`src/rtl/i2s_pkg.sv`:
```
// Shared definitions for the I2S receive path: frame-tracking states,
// default frame geometry and a constant-friendly ceil(log2) helper.
package i2s_pkg;

  typedef enum logic {
    HUNT = 1'b0,
    LOCK = 1'b1
  } state_t;

  localparam int DEF_DATA_WIDTH = 24;
  localparam int DEF_SLOT_BITS  = 32;
  localparam int DEF_I2S_DELAY  = 1;

  function automatic int clog2(input int value);
    int r;
    r = 0;
    for (int i = 0; i < 31; i++) begin
      if ((1 << i) < value) r = i + 1;
    end
    return r;
  endfunction

endpackage

```
`src/rtl/i2s_slot_counter.sv`:
```
// BCLK position tracker: owns the frame bit counter and decodes, for the
// current BCLK pulse, whether it lands in a capture window and which slot.
module i2s_slot_counter
  import i2s_pkg::*;
#(
  parameter int DATA_WIDTH = DEF_DATA_WIDTH,
  parameter int SLOT_BITS  = DEF_SLOT_BITS,
  parameter int I2S_DELAY  = DEF_I2S_DELAY,
  localparam int BW        = clog2(2 * SLOT_BITS) + 1
) (
  input  logic clk,
  input  logic rst,
  input  logic bclk_rise,
  input  logic lrclk_rise,
  input  logic run,
  output logic shift_en,
  output logic right_last,
  output logic left_last,
  output logic frame_full,
  output logic overflow
);

  localparam logic [BW-1:0] SLOT  = BW'(SLOT_BITS);
  localparam logic [BW-1:0] FRAME = BW'(2 * SLOT_BITS);
  localparam logic [BW-1:0] DLY   = BW'(I2S_DELAY);
  localparam logic [BW-1:0] WID   = BW'(DATA_WIDTH);
  localparam logic [BW-1:0] WLAST = BW'(DATA_WIDTH - 1);
  localparam logic [BW-1:0] ONE   = BW'(1);

  logic [BW-1:0] bcnt;
  logic [BW-1:0] idx;
  logic [BW-1:0] pos;
  logic [BW-1:0] rel;
  logic          bit_en;
  logic          right_sel;
  logic          in_win;
  logic          last_bit;

  // A coincident LRCLK pulse restarts the frame, so this BCLK is bit 0.
  // rel wraps to a large value when pos < DLY, keeping it outside the window.
  always_comb begin
    idx        = lrclk_rise ? '0 : bcnt;
    bit_en     = bclk_rise && (run || lrclk_rise);
    right_sel  = idx < SLOT;
    pos        = right_sel ? idx : idx - SLOT;
    rel        = pos - DLY;
    in_win     = (idx < FRAME) && (rel < WID);
    last_bit   = (rel == WLAST);
    shift_en   = bit_en && in_win;
    right_last = shift_en && last_bit && right_sel;
    left_last  = shift_en && last_bit && !right_sel;
    frame_full = (bcnt == FRAME);
    overflow   = run && bclk_rise && !lrclk_rise && frame_full;
  end

  always_ff @(posedge clk or posedge rst) begin
    if (rst) begin
      bcnt <= '0;
    end else if (lrclk_rise) begin
      bcnt <= bclk_rise ? ONE : '0;
    end else if (run && bclk_rise) begin
      bcnt <= bcnt + ONE;
    end
  end

endmodule

```
`src/rtl/i2s_rx_deserializer.sv`:
```
// I2S frame reassembler: HUNT = waiting for an LRCLK edge to align on,
// LOCK = counting BCLKs, capturing right/left words and pairing them.
module i2s_rx_deserializer
  import i2s_pkg::*;
#(
  parameter int DATA_WIDTH = DEF_DATA_WIDTH,
  parameter int SLOT_BITS  = DEF_SLOT_BITS,
  parameter int I2S_DELAY  = DEF_I2S_DELAY
) (
  input  logic                  MCLK,
  input  logic                  RST,
  input  logic                  SDATA,
  input  logic                  BCLK_RISE,
  input  logic                  LRCLK_RISE,
  output logic [DATA_WIDTH-1:0] DOUT_L,
  output logic [DATA_WIDTH-1:0] DOUT_R,
  output logic                  DVALID,
  output logic                  LOCKED,
  output logic                  SYNC_ERR
);

  if (DATA_WIDTH + I2S_DELAY > SLOT_BITS) begin : g_bad_cfg
    $fatal(1, "i2s_rx_deserializer: DATA_WIDTH + I2S_DELAY exceeds SLOT_BITS");
  end

  state_t                state;
  logic                  run;
  logic                  shift_en;
  logic                  right_last;
  logic                  left_last;
  logic                  frame_full;
  logic                  overflow;
  logic                  resync;
  logic                  right_ok;
  logic [DATA_WIDTH-1:0] shreg;
  logic [DATA_WIDTH-1:0] shreg_next;
  logic [DATA_WIDTH-1:0] hold_r;

  assign run = (state == LOCK);

  i2s_slot_counter #(
    .DATA_WIDTH (DATA_WIDTH),
    .SLOT_BITS  (SLOT_BITS),
    .I2S_DELAY  (I2S_DELAY)
  ) u_slot (
    .clk        (MCLK),
    .rst        (RST),
    .bclk_rise  (BCLK_RISE),
    .lrclk_rise (LRCLK_RISE),
    .run        (run),
    .shift_en   (shift_en),
    .right_last (right_last),
    .left_last  (left_last),
    .frame_full (frame_full),
    .overflow   (overflow)
  );

  // An early LRCLK drops the partial word before any coincident bit shifts in.
  always_comb begin
    resync     = run && LRCLK_RISE && !frame_full;
    shreg_next = resync ? '0 : shreg;
    if (shift_en) shreg_next = (shreg_next << 1) | DATA_WIDTH'(SDATA);
  end

  always_ff @(posedge MCLK or posedge RST) begin
    if (RST) begin
      state    <= HUNT;
      shreg    <= '0;
      hold_r   <= '0;
      right_ok <= 1'b0;
      DOUT_L   <= '0;
      DOUT_R   <= '0;
      DVALID   <= 1'b0;
      LOCKED   <= 1'b0;
      SYNC_ERR <= 1'b0;
    end else begin
      DVALID   <= 1'b0;
      SYNC_ERR <= 1'b0;
      shreg    <= shreg_next;
      case (state)
        HUNT: begin
          right_ok <= 1'b0;
          if (LRCLK_RISE) begin
            state  <= LOCK;
            LOCKED <= 1'b1;
          end
        end
        LOCK: begin
          if (overflow) begin
            state    <= HUNT;
            LOCKED   <= 1'b0;
            SYNC_ERR <= 1'b1;
            right_ok <= 1'b0;
          end else begin
            if (resync) SYNC_ERR <= 1'b1;
            if (LRCLK_RISE) right_ok <= 1'b0;
            if (right_last) begin
              hold_r   <= shreg_next;
              right_ok <= 1'b1;
            end
            // Only a right word from this same frame may be paired.
            if (left_last) begin
              right_ok <= 1'b0;
              if (right_ok) begin
                DOUT_L <= shreg_next;
                DOUT_R <= hold_r;
                DVALID <= 1'b1;
              end
            end
          end
        end
        default: begin
          state  <= HUNT;
          LOCKED <= 1'b0;
        end
      endcase
    end
  end

endmodule
```
`config.mk`:
```
export PLATFORM = sky130hd
export DESIGN_NAME = i2s_rx_deserializer
export DESIGN_NICKNAME = d
export VERILOG_FILES = /design/src/rtl/i2s_pkg.sv /design/src/rtl/i2s_slot_counter.sv /design/src/rtl/i2s_rx_deserializer.sv
export SDC_FILE = /design/constraint.sdc
export NUM_CORES = 1
export LEC_CHECK = 0
export ABC_AREA = 1
export BUFFER_PORTS_ARGS = -buffer_cell sky130_fd_sc_hd__buf_4
export CAP_MARGIN = 25
export CORE_ASPECT_RATIO = 1.75
export CORE_MARGIN = 5
export CORE_UTILIZATION = 54
export CTS_BUF_LIST = sky130_fd_sc_hd__clkbuf_8
export CTS_CLUSTER_DIAMETER = 50
export CTS_CLUSTER_SIZE = 20
export DETAILED_ROUTE_END_ITERATION = 8
export GPL_ROUTABILITY_DRIVEN = 0
export PLACE_DENSITY_LB_ADDON = 0.25
export SLEW_MARGIN = 0
export SYNTH_ARGS = -nofsm -noshare
export SYNTH_HDL_FRONTEND = slang
export SYNTH_HIERARCHICAL = 1
export SYNTH_SLANG_ARGS = --single-unit
```
`constraint.sdc`:
```
create_clock -name MCLK -period 3 [get_ports MCLK]
set_input_delay 0.15 -clock MCLK [delete_from_list [all_inputs] [get_ports MCLK]]
set_output_delay 0.15 -clock MCLK [all_outputs]
set_load 0.01 [all_outputs]
```
==> reports/metrics.yaml <==
outcome:
  outcome: "finished, final reports clean"
synth:
  async_reset_ff_share_pct: 100.0
  synth_compound_area_share_pct: 6.752
  yosys.area_share.adder_pct: 0.5674
  netlist_area_mm2: 0.004410
  syn_inst: 503
  ys_warn_count: 6
  synth-seq-cells: 108
  synth_ff_type: "dfrtp_1"
  synth_top_family_by_area: "simple AND/OR/NAND/NOR gates"
  synthMuxAreaShare_pct: 0
  synth_edf_count: 0
  synth_xor_area_share_pct: 0
  ys_seq_area_share_pct: 61.28
  synth-simple-area-share_pct: 24.57
  synth.avg_cell_area_um2: 8.768
  synthesis.nets: 510
  synth_cell_types: 26
timing:
  rsz0062_at_grt: "false"
  slew_viol_final: 0
  tightest_slew_ns: 0.7274
  setup_violations: 0
  finalCritPeriodShare_pct: 75.07
  totalNegativeSetupSlack_ns: 0
  min_period_ns: 2.252
  hold_viol: 0
  fin_skew_ns: 0.009272
  fmax_mhz: 444.0
  whs_ns: 0.06952
  maxSlewHeadroom_pct: 51.50
detailed_routing:
  drc: 0
  drtIter0Drc: 242
  vias_per_cell: 5.124
  wl_per_cell_um: 13.70
  routed_wl_um: 8852
  dr.pass1.iters: 4
  vias: 3310
  ant_nets: 0
pwr:
  peakVddDrop_uv: 350.3
  powerDensity_mw_per_mm2: 489.3
  p_leak_nw: 2.828
finish:
  drive_gt1_share_pct: 16.01
  design_area_mm2: 0.005079
  num_antenna_cells: 0
  fin_nets: 560
  syn2layout_area_growth_pct: 15.15
clock_network:
  clk_pin_slew_ns: 0.09
  hold_buffers: 1
  clock-sinks: 108
  cts_tree: "done"
  insertion_delay_ns: 0.37
  h-tree-depth: 3
  ctsResizeCount: 0
  root_buffer: "clkbuf_8"
  postCtsSetupRepairBufs: 0
  cts_made_buffers: 9
  cts_buffer_depth: 2
placed_design:
  dp_hpwl_um: 6070
  dpl-instance-area_mm2: 0.004878
  io_buffers: 55
global_route:
  grtUsageTotal_pct: 18.77
  overflow: 0
  grt_pass1_vias: 3304
  antenna_found_initial: 0
  grt_pass1_wl_um: 15010
  grt_max_degree: 59
worst_setup_path:
  path_class: "reg -> reg"
  crit_path_start_kind: "flop"
  path_max_fanout: 21
  crit_path_end_kind: "flop"
  arrival_ns: 2.49
  worst_ep_required_time_ns: 3.23
min_path:
  hp-class: "in -> reg"
floorplan:
  coreArea_mm2: 0.007963
  dieArea_mm2: 0.01015
  dieWidth_um: 78.32
  ioPinCount: 56
  rows: 43
  fp.dieH_um: 129.6
  initial_core_util_pct: 55.39
job:
  maxCapViolCount: 0
power breakdown:
group / switching, mW / leakage [nW] / internal (mW) / total (mW)
Sequential: 0.0168 / 1.50 / 1.47 / 1.49
Clock: 0.453 / 0.102 / 0.419 / 0.871
Combinational: 0.0913 / 1.23 / 0.0371 / 0.128
Total: 0.561 / 2.83 / 1.92 / 2.48
layout make-up:
type	instances	area, µm²
Fill cell	694	2884
Sequential cell	108	2703
Multi-Input combinational cell	327	1409
Timing Repair Buffer	62	493.0
Inverter	45	171.4
Clock buffer	11	151.4
Tap cell	90	112.6
Clock inverter	3	38.79
registers in the layout, indices dropped and copies added (netlist names):
signal	count
DOUT_L	24
DOUT_R	24
hold_r	24
shreg	24
u_slot/bcnt	7
DVALID	1
LOCKED	1
SYNC_ERR	1
right_ok	1
run	1
critical path: stages, from the launching register on:
cell and delay [ns]:
dfrtp_1 0.46, inv_1 0.11, ha_1 0.21, nand3_1 0.09, nor3_2 0.05, inv_1 0.05, nand3_1 0.50, buf_4 0.41
nand2_1 0.14, o21ai_0 0.10
through the flow:
step	power, mW	instances	utilization (%)	setup WS [ns]
finish	2.485	646	63.78	0.7480
global placement	1.640	631	61.27	0.7774
CTS	2.503	646	63.78	0.7394
global route	2.572	646	63.78	0.4719
detailed placement	1.644	631	61.27	0.7389
floorplan	1.598	503	-	0.2029
cell usage after synthesis (5+ instances only):
cell	instances	share of area, %
nand2_1	219	19
dfrtp_1	108	61
inv_1	39	3.3
o21ai_0	31	3.5
nand3_1	25	2.8
o21ai_1	24	2.7
buf_2	13	1.5
nor2_1	9	0.77
clkbuf_1	5	0.43
inv_2	5	0.43
cells in the final DEF, fill, tap and decap left out, drive strengths merged:
master,count
dfrtp,108
nand3,27
a21oi,3
inv,45
o211ai,1
nor2,11
or2,1
nand4,4
ha,2
nand2,220
and3,1
bufinv,1
nor3,2
clkinv,2
clkbuf,11
buf,61
dlygate4sd3,1
o21ai,55
worst paths after layout:
path	end	startpoint	slack, ns	cells past startpoint
min reg2reg	DOUT_R[13]	DOUT_R[13]	0.47	2
min in group asynchronous	u_slot/bcnt[5]	RST	0.28	3
max	hold_r[21]	u_slot/bcnt[0]	0.75	9
max in group asynchronous	DOUT_R[5]	RST	1.84	4
min	shreg[0]	SDATA	0.07	3
max reg2reg	hold_r[21]	u_slot/bcnt[0]	0.75	9
metal layers:
metal  routed length, µm  global-route usage (%)  up-vias
li1                    -                       -     1656
met1                3818                   22.59     1564
met2                4508                   32.47       73
met3                 316                   3.199       17
met4                 208                   9.372        0
met5                   0                       0        -
kinds of logic (layout without fill, tap and decap cells):
kind of cell / after synthesis / count (layout)
AO/OA/AOI/OAI: 59 / 59
adder cells (fa/ha/maj): 2 / 2
buffers and inverters: 68 / 121
flip-flops: 108 / 108
AND/OR/NAND/NOR: 266 / 266
Power figures use the tool's default switching activity.
